## config.mk

```make
export PLATFORM = sky130hd
export DESIGN_NAME = conv1x1_out_collector
export DESIGN_NICKNAME = d
export VERILOG_FILES = /design/src/rtl/conv1x1_out_collector_pkg.sv /design/src/rtl/conv_out_fifo.sv /design/src/rtl/conv1x1_out_collector.sv
export SDC_FILE = /design/constraint.sdc
export NUM_CORES = 1
export LEC_CHECK = 0
export CAP_MARGIN = 40
export CELL_PAD_IN_SITES_DETAIL_PLACEMENT = 0
export CELL_PAD_IN_SITES_GLOBAL_PLACEMENT = 1
export CORE_ASPECT_RATIO = 0.6
export CORE_MARGIN = 3
export CORE_UTILIZATION = 45
export CTS_CLUSTER_SIZE = 40
export DETAILED_ROUTE_END_ITERATION = 7
export HOLD_SLACK_MARGIN = 0.05
export PLACE_DENSITY = 0.67
export SETUP_SLACK_MARGIN = 0.15
export SYNTH_ARGS = -nofsm -noshare
export SYNTH_HDL_FRONTEND = slang
export SYNTH_SLANG_ARGS = --single-unit
```

## constraint.sdc

```tcl
create_clock -name clk -period 3.19 [get_ports clk]
set_input_delay 0.638 -clock clk [delete_from_list [all_inputs] [get_ports clk]]
set_output_delay 0.638 -clock clk [all_outputs]
set_load 0.05 [all_outputs]
```

## src/rtl/conv1x1_out_collector_pkg.sv

```systemverilog
// conv1x1_out_collector_pkg: shared widths, derived sizes and FIFO entry type for the 1x1 conv output collector
package conv1x1_out_collector_pkg;
    localparam int DATW = 16;
    localparam int PAR  = 16;
    function automatic int slices_f(input int in_ch);
        return in_ch / PAR;
    endfunction
    function automatic int pix_total_f(input int out_size);
        return out_size * out_size;
    endfunction
    // A counter over n states needs at least one bit even when n is 1
    function automatic int cnt_w(input int n);
        return (n > 1) ? $clog2(n) : 1;
    endfunction
    typedef struct packed {
        logic            last;
        logic [DATW-1:0] data;
    } entry_t;
endpackage

```

## src/rtl/conv_out_fifo.sv

```systemverilog
// conv_out_fifo: count-based synchronous FIFO
// Ports: clk, rst (sync, active-high); wr_en/wr_data push; rd_en pops the head;
//        rd_data is the head entry; count/full/empty report occupancy.
module conv_out_fifo #(
    parameter int W     = 17,
    parameter int DEPTH = 8
) (
    input  logic                     clk,
    input  logic                     rst,
    input  logic                     wr_en,
    input  logic [W-1:0]             wr_data,
    input  logic                     rd_en,
    output logic [W-1:0]             rd_data,
    output logic [$clog2(DEPTH):0]   count,
    output logic                     full,
    output logic                     empty
);
    localparam int AW = $clog2(DEPTH);
    localparam int CW = AW + 1;
    logic [W-1:0]  mem_q [DEPTH];
    logic [AW-1:0] wr_ptr_q, wr_ptr_d, rd_ptr_q, rd_ptr_d;
    logic [CW-1:0] count_q, count_d;
    logic          do_rd, do_wr;
    // A write into a full FIFO is accepted only when the head leaves in the same cycle
    always_comb begin
        do_rd    = rd_en && !empty;
        do_wr    = wr_en && (!full || do_rd);
        wr_ptr_d = do_wr ? wr_ptr_q + 1'b1 : wr_ptr_q;
        rd_ptr_d = do_rd ? rd_ptr_q + 1'b1 : rd_ptr_q;
        count_d  = count_q + CW'(do_wr) - CW'(do_rd);
    end
    always_ff @(posedge clk) begin
        if (rst) begin
            wr_ptr_q <= '0;
            rd_ptr_q <= '0;
            count_q  <= '0;
        end else begin
            wr_ptr_q <= wr_ptr_d;
            rd_ptr_q <= rd_ptr_d;
            count_q  <= count_d;
        end
    end
    always_ff @(posedge clk) begin
        if (do_wr) mem_q[wr_ptr_q] <= wr_data;
    end
    assign rd_data = mem_q[rd_ptr_q];
    assign count   = count_q;
    assign full    = count_q == CW'(DEPTH);
    assign empty   = count_q == '0;
endmodule

```

## src/rtl/conv1x1_out_collector.sv

```systemverilog
// conv1x1_out_collector: counts slice beats per pixel, captures the core result, buffers it for the writer
// Ports: clk, rst (sync, active-high); conv_valid/conv_data from the core; first_slice to the core;
//        stall backpressure to upstream; out_data/out_last/out_valid/out_ready to the writer;
//        frame_done one-cycle pulse after the last pixel capture; overflow sticky drop flag.
// Build option: define CONV1X1_RELU_EN to clamp negative results to zero.
module conv1x1_out_collector #(
    parameter int DATW       = 16,
    parameter int IN_CH      = 64,
    parameter int OUT_SIZE   = 55,
    parameter int FIFO_DEPTH = 8
) (
    input  logic            clk,
    input  logic            rst,
    input  logic            conv_valid,
    input  logic [DATW-1:0] conv_data,
    output logic            first_slice,
    output logic            stall,
    output logic [DATW-1:0] out_data,
    output logic            out_last,
    output logic            out_valid,
    input  logic            out_ready,
    output logic            frame_done,
    output logic            overflow
);
    import conv1x1_out_collector_pkg::*;
    localparam int SLICES    = slices_f(IN_CH);
    localparam int PIX_TOTAL = pix_total_f(OUT_SIZE);
    localparam int SW        = cnt_w(SLICES);
    localparam int PW        = cnt_w(PIX_TOTAL);
    localparam int CW        = $clog2(FIFO_DEPTH) + 1;
    logic [SW-1:0]   slice_cnt_q, slice_cnt_d;
    logic [PW-1:0]   pix_cnt_q, pix_cnt_d;
    logic            cap_pend_q, cap_pend_d;
    logic            frame_done_q, frame_done_d;
    logic            overflow_q, overflow_d;
    logic            slice_last, pix_last, rd_en;
    logic [DATW-1:0] cap_data;
    logic [DATW:0]   wr_entry, rd_entry;
    logic [CW-1:0]   fifo_count;
    logic            fifo_full, fifo_empty;
    always_comb begin
        slice_last   = slice_cnt_q == SW'(SLICES - 1);
        pix_last     = pix_cnt_q == PW'(PIX_TOTAL - 1);
        rd_en        = !fifo_empty && out_ready;
`ifdef CONV1X1_RELU_EN
        cap_data     = conv_data[DATW-1] ? '0 : conv_data;
`else
        cap_data     = conv_data;
`endif
        wr_entry     = {pix_last, cap_data};
        slice_cnt_d  = conv_valid ? (slice_last ? '0 : slice_cnt_q + 1'b1) : slice_cnt_q;
        // The core's accumulator settles on the last beat's edge, so sample one cycle later
        cap_pend_d   = conv_valid && slice_last;
        pix_cnt_d    = cap_pend_q ? (pix_last ? '0 : pix_cnt_q + 1'b1) : pix_cnt_q;
        frame_done_d = cap_pend_q && pix_last;
        overflow_d   = overflow_q || (cap_pend_q && fifo_full && !rd_en);
    end
    always_ff @(posedge clk) begin
        if (rst) begin
            slice_cnt_q  <= '0;
            pix_cnt_q    <= '0;
            cap_pend_q   <= 1'b0;
            frame_done_q <= 1'b0;
            overflow_q   <= 1'b0;
        end else begin
            slice_cnt_q  <= slice_cnt_d;
            pix_cnt_q    <= pix_cnt_d;
            cap_pend_q   <= cap_pend_d;
            frame_done_q <= frame_done_d;
            overflow_q   <= overflow_d;
        end
    end
    conv_out_fifo #(.W(DATW + 1), .DEPTH(FIFO_DEPTH)) u_fifo (
        .clk     (clk),
        .rst     (rst),
        .wr_en   (cap_pend_q),
        .wr_data (wr_entry),
        .rd_en   (rd_en),
        .rd_data (rd_entry),
        .count   (fifo_count),
        .full    (fifo_full),
        .empty   (fifo_empty)
    );
    assign first_slice = slice_cnt_q == '0;
    // Two slots of headroom plus the pending capture keep one in-flight result from being dropped
    assign stall       = (fifo_count >= CW'(FIFO_DEPTH - 2)) || cap_pend_q;
    assign out_data    = rd_entry[DATW-1:0];
    assign out_last    = rd_entry[DATW];
    assign out_valid   = !fifo_empty;
    assign frame_done  = frame_done_q;
    assign overflow    = overflow_q;
endmodule

```

==> metrics.md, run 1 <==
| Metric | Value |
|---|---|
| Cell area power density | `between 700 and 800 nW/um2` |
| Critical path depth | `4` |
| Delay of the slowest critical-path stage | `roughly 0.73 ns` |
| Mean Syn Cell Area | `approximately 19 um2` |
| Sw Share | `0.286` |
| Worst clock skew | `roughly 0.012 ns` |
| Setup TNS | `0 ns` |
| Family with the most delay on the worst path | `buffers and inverters` |
| #FFs+latches synth | `166` |
| Worst-Margin Slew | `around 0.50 ns` |
| Max_cap viols | `0` |
| Post-synth cell types | `35` |
| Most frequent cells in the layout | `136 x edfxtp_1, 35 x buf_4, 34 x nor2_1` |
| Area grow syn2layout | `19.4%` |
| GRT Total Usage | `0.165` |
| Clock network fraction of design power | `0.357` |
| Total CTS buffers | `17` |
| Pin count of the biggest net entering global routing | `35` |
| RSZ-0062 raised after global routing | `no` |
| Max FO, Critical Path | `5` |
| Drc violations | `0` |
| Fin nets | `~460` |
| Setup crit end kind | `output port` |
| Core Footprint | `14000 um2` |
| CP Data Arrival Time | `2.24 ns` |
| Crit Path Category | `reg2out` |
| Post-Route WL | `~12000 um` |
| Clock Pin Slew Worst Setup and Hold Paths | `0.07 ns` |
| Detailed placement HPWL | `7860 um` |
| Max transition margin | `0.666` |
| Gpl congestion | `between 0.7 and 0.8` |
| Post-cts hold buffer count | `0` |
| Worst Hold Class | `reg2reg` |
| Seq/Total Area, Yosys | `0.706` |
| TritonCTS Sinks | `approximately 170` |
| CTS Buffer Depth | `2` |
| CTS resizes | `0` |
| Vias in the first global route | `between 3000 and 4000` |
| Drt via density | `5.23` |
| Die ar. | `16300 um2` |
| Status | `complete, no violations` |
| Grt total ovfl | `0` |
| Io pins | `42` |
| Final Util | `0.564` |
| Startpoint class of the critical path | `register` |
| Ys Warns | `0` |
| Pint | `about 0.0041 W` |
| DR WL/cell | `19.7 um` |
| Mapped Area | `approximately 6600 um2` |
| Core Rows | `33` |
| Sequential power share | `0.416` |
| Port buffer count | `41` |
| R2R Path Start | `u_fifo.count[2]` |
| Via Count | `3277` |
| Fmax | `roughly 0.35 GHz` |
| Initial DRT Pass Iterations | `4` |
| Number of buffers added for setup after CTS | `0` |
| Worst VDD drop | `between 0.0004 and 0.0005 V` |
| Commonest non-fill, non-tap cell in the layout | `edfxtp_1` |
| Min Tclk post-route | `~2.9 ns` |
| Initial antenna violation count | `1` |
| Antenna-violating nets left | `0` |
| Share of post-route cells with drive strength above 1 | `0.234` |
| Slew Viols, Final | `0` |
| Final hold violation count | `0` |
| DRT iter0 DRCs | `about 170` |
| Final worst path period share | `0.903` |
| Worst path slowest cell | `clkdlybuf4s50_1` |
| Critical Path Source | `u_fifo.count[2]` |
| CTS HTree Levels | `4` |
| Die Wd | `around 160 um` |
| Starting Density | `0.472` |
| Reg2Reg Depth | `9` |
| Clock Latency Late Sink | `~0.42 ns` |
| Root Buffer | `clkbuf_16` |
| Syn Inst Count | `358` |
| Comb pwr share | `0.227` |
| Global-route wire length before repair | `around 20000 um` |
| Critical-path cell list | `inv_1 -> ha_1 -> or3b_2 -> clkdlybuf4s50_1` |
| CTS tree | `built` |
| Die height | `about 100 um` |
| Reg-to-reg critical path endpoint | `u_fifo.count[2]` |
| CP Buf/Inv Count | `2` |
| Synth Net Count | `391` |
| Total net switching power | `approximately 0.0017 W` |
| End point of the critical path | `out_valid` |
| Flop2flop setup slack | `0.87 ns` |
| Final setup viols | `0` |
| Required time worst endpoint | `approximately 2.6 ns` |
| Antenna cell count | `0` |
| Cell leakage power | `between 2 and 3 nW` |
sequential cells by signal, summed over array words and instances, names as in the netlist, named ones only:
name / flops
slice_cnt_q: 2
overflow: 1
u_fifo.count: 4
u_fifo.wr_ptr_q: 3
u_fifo.mem_q: 136
cap_pend_q: 1
u_fifo.rd_ptr_q: 3
frame_done: 1
pix_cnt_q: 12
final cells by class:
cell class	count	area, um2
clock buffers	17	425
clock inverters	15	179
fillers	1087	6120
inverters	9	33.8
multi-input cells	168	1830
flip-flops and latches	166	4690
well taps	192	240
repair buffers	60	523
cells by family after synthesis:
family | count (synthesis) | synth area share
buffers and inverters | 24 | 0.0192
XOR/XNOR | 15 | 0.0198
AO/OA/AOI/OAI | 11 | 0.0113
AND/OR/NAND/NOR | 74 | 0.0536
adder cells (fa/ha/maj) | 13 | 0.0257
multiplexers | 55 | 0.164
flip-flops | 166 | 0.706
worst min-delay path: stages, from the launching register on:
cell and delay (ns):
dfxtp_1 0.33, a41oi_1 0.05, nor2_1 0.07
power groups by stage:
stage	Clock [W]	Sequential (W)	Combinational [W]
after detailed placement	0	0.00246	0.00133
after global routing	0.00222	0.00242	0.00141
after global placement	0	0.00246	0.00133
final	0.00207	0.00241	0.00131
after floorplan	0	0.00245	0.00102
after CTS	0.00212	0.00241	0.00133
per-stage QoR:
| step | setup WS (ns) | cell area (um2) | hold WS (ns) | std cells | total power (W) |
|---|---|---|---|---|---|
| final | 0.309 | 7920 | 0.486 | 627 | 0.00580 |
| after global routing | 0.211 | 7920 | 0.529 | 627 | 0.00605 |
| after CTS | 0.286 | 7920 | 0.496 | 627 | 0.00586 |
| after detailed placement | 0.422 | 7310 | 0.473 | 595 | 0.00378 |
| after global placement | 0.441 | 7310 | 0.477 | 595 | 0.00378 |
| after floorplan | 0.351 | 6630 | 0.462 | 358 | 0.00347 |
worst min path at each step:
stage / from / endpoint / slack [ns] / depth (start not counted)
2_1_floorplan: u_fifo.rd_ptr_q[1] / register / 0.46 / 2
3_3_place_gp: u_fifo.rd_ptr_q[1] / u_fifo.rd_ptr_q[1] / 0.48 / 2
3_5_place_dp: overflow / overflow / 0.47 / 2
4_1_cts: overflow / overflow / 0.50 / 2
5_1_grt: overflow / overflow / 0.53 / 2
6_report: overflow / overflow / 0.49 / 2
layer usage:
metal / vias to the layer above / wire [um] / global-route usage
met1: 1652 / 6590 / 0.267
met5: - / 0 / 0
met3: 10 / 556 / 0.0408
met2: 72 / 5130 / 0.221
met4: 0 / 103 / 0.0409
li1: 1543 / - / -
synthesized netlist by cell type, drive strengths merged:
| cell | n | area share |
|---|---|---|
| edfxtp | 136 | 0.62 |
| mux4 | 34 | 0.13 |
| nor2 | 34 | 0.019 |
| dfxtp | 30 | 0.091 |
| mux2 | 17 | 0.029 |
| ha | 12 | 0.023 |
| nand2 | 10 | 0.0057 |
| inv | 9 | 0.0051 |
| xnor2 | 9 | 0.012 |
| buf | 8 | 0.0098 |
| clkbuf | 7 | 0.0043 |
| nand2b | 7 | 0.0066 |
| nand4 | 6 | 0.0057 |
| nor3 | 6 | 0.0045 |
| xor2 | 6 | 0.0079 |
| a21oi | 5 | 0.0038 |
| mux2i | 4 | 0.0060 |
| nand3 | 4 | 0.0030 |
| a21o | 2 | 0.0023 |
| nor2b | 2 | 0.0019 |
| a31o | 1 | 0.0013 |
| a31oi | 1 | 0.0019 |
| a41oi | 1 | 0.0013 |
| fa | 1 | 0.0030 |
| nand4bb | 1 | 0.0017 |
| nor3b | 1 | 0.0011 |
| nor4 | 1 | 0.0019 |
| o21ai | 1 | 0.00075 |
| or3 | 1 | 0.00094 |
| or3b | 1 | 0.0013 |
No activity file was read; power rests on OpenSTA's default activity.
==> run 2: changes to the inputs <==
- CORE_UTILIZATION: 45 -> 51
- PLACE_DENSITY: 0.67 -> 0.75
==> run 2 against run 1 <==
  * Clock skew decreased by 0.0050 ns
  * Global-route usage increased by 1.1 points
  * Sequential power about the same
  * Flip-flop and latch count unchanged
  * Worst hold slack better by 0.015 ns
  * Count of clock-buffer cells in the layout unchanged
  * Critical path depth stayed put
  * Routed wire length fell by 5.1%
  * Utilization grew 7.2 points
  * Sequential share of layout area increased by 0.37 points
  * Final area down 0.62%
  * Clock power is 2% lower
  * Critical path type unchanged
  * Largest cell class unchanged
==> metrics.md, run 2 (synthesized netlist as in run 1, its figures left out) <==
| Metric | Value |
|---|---|
| Max transition margin | `0.668` |
| CTS HTree Levels | `4` |
| Setup crit end kind | `output port` |
| Clock Latency Late Sink | `about 0.41 ns` |
| Final setup viols | `0` |
| Hold Crit Depth | `2` |
| Drc violations | `0` |
| Die Wd | `approximately 150 um` |
| Final Util | `0.636` |
| Slew Viols, Final | `0` |
| Area grow syn2layout | `18.6%` |
| Max_cap viols | `0` |
| Core Footprint | `around 12000 um2` |
| Cell leakage power | `~2.6 nW` |
| Fmax | `about 0.35 GHz` |
| Fin nets | `approximately 450` |
| CTS Buffer Depth | `2` |
| Max reg flops | `between 100 and 150` |
| Antenna cell count | `0` |
| Clock Pin Slew Worst Setup and Hold Paths | `0.06 ns` |
| TritonCTS Sinks | `166` |
| CTS tree | `built` |
| Global-route wire length before repair | `about 19000 um` |
| Via Count | `~3300` |
| Number of buffers added for setup after CTS | `0` |
| Worst Hold Class | `reg2reg` |
| Initial antenna violation count | `0` |
| RSZ-0062 raised after global routing | `no` |
| Cell area power density | `between 700 and 800 nW/um2` |
| Setup TNS | `0 ns` |
| Worst-Margin Slew | `0.496 ns` |
| Port buffer count | `41` |
| Starting Density | `0.536` |
| Min Tclk post-route | `a little under 3 ns` |
| Max FO, Critical Path | `5` |
| Root Buffer | `clkbuf_16` |
| Core Rows | `31` |
| Top reg by flops | `u_fifo.mem_q` |
| Vias in the first global route | `~3200` |
| Initial DRT Pass Iterations | `4` |
| DR WL/cell | `between 15 and 20 um` |
| Total CTS buffers | `17` |
| Final hold violation count | `0` |
| Status | `complete, no violations` |
| Crit Path Category | `reg2out` |
| Io pins | `42` |
| Pin count of the biggest net entering global routing | `35` |
| Gpl congestion | `around 0.74` |
| Filler cell count | `851` |
| Detailed placement HPWL | `7620 um` |
| Startpoint class of the critical path | `register` |
| Required time worst endpoint | `2.55 ns` |
| Post-cts hold buffer count | `0` |
| Most frequent cells in the layout | `136 x edfxtp_1, 34 x nor2_1, 34 x buf_4` |
| CTS resizes | `0` |
| Antenna-violating nets left | `0` |
| Reg2Reg Depth | `9` |
| Die height | `around 94 um` |
| DRT iter0 DRCs | `264` |
| Final cell count without fillers | `~600` |
| GRT Total Usage | `0.175` |
| CP Data Arrival Time | `2.24 ns` |
| Final worst path period share | `0.903` |
| Worst VDD drop | `roughly 0.00047 V` |
| Worst clock skew | `a little under 0.007 ns` |
| Drt via density | `5.52` |
| Die ar. | `approximately 14000 um2` |
| Grt total ovfl | `0` |
| Share of post-route cells with drive strength above 1 | `0.230` |
| Placed cell count | `approximately 570` |
| Post-Route WL | `11700 um` |
| Commonest non-fill, non-tap cell in the layout | `edfxtp_1` |
## run 2: changes by cell type in the layout (fill, tap and decap cells not counted)
cell | before | now
clkinvlp_4 | 2 | 3
clkinv_4 | 1 | 2
clkinv_1 | 0 | 1
inv_6 | 7 | 4
inv_8 | 3 | 1
clkinv_2 | 0 | 1
buf_4 | 35 | 34
clkinv_8 | 0 | 1
## run 2: path summary, 6_finish.rpt
check	slack (ns)	start	end
setup / recovery	0.31	u_fifo.count[3]	out_valid
hold / removal	0.50	u_fifo.rd_ptr_q[1]	register
setup reg to reg	0.87	u_fifo.count[3]	u_fifo.count[2]
hold reg to reg	0.50	u_fifo.rd_ptr_q[1]	register
## run 2: power by group
group	switching [W]	internal (W)
registers	0.0000304	0.00238
logic	0.000755	0.000570
clock network	0.000845	0.00117
## run 2: layer usage
metal	global-route usage	vias up	routed length, um
li1	-	1545	-
met1	0.280	1670	6050
met2	0.228	81	4810
met3	0.0557	8	790
met4	0.0511	0	92
met5	0	-	0
## run 2: layout make-up
class                           count  area [um2]  share of cell area
Inverter                            9        33.8             0.00429
Timing Repair Buffer               59         515              0.0655
Clock buffer                       17         425              0.0541
Clock inverter                     15         171              0.0218
Tap cell                          165         206              0.0262
Sequential cell                   166        4690               0.596
Multi-Input combinational cell    168        1830               0.233
## run 2: metrics by stage
step	power, W	setup WS [ns]	instance area [um2]	hold slack (ns)
5_1_grt	0.00598	0.217	7870	0.522
3_5_place_dp	0.00380	0.517	7270	0.490
3_3_place_gp	0.00379	0.578	7270	0.471
2_1_floorplan	0.00347	0.351	6630	0.462
6_report	0.00575	0.308	7870	0.500
4_1_cts	0.00583	0.280	7870	0.501
## run 2: worst max-delay path, cell delays in order (launching register included)
cell and delay (ns):
dfxtp_1 0.32, inv_1 0.10, ha_1 0.17, or3b_2 0.51, clkdlybuf4s50_1 0.73
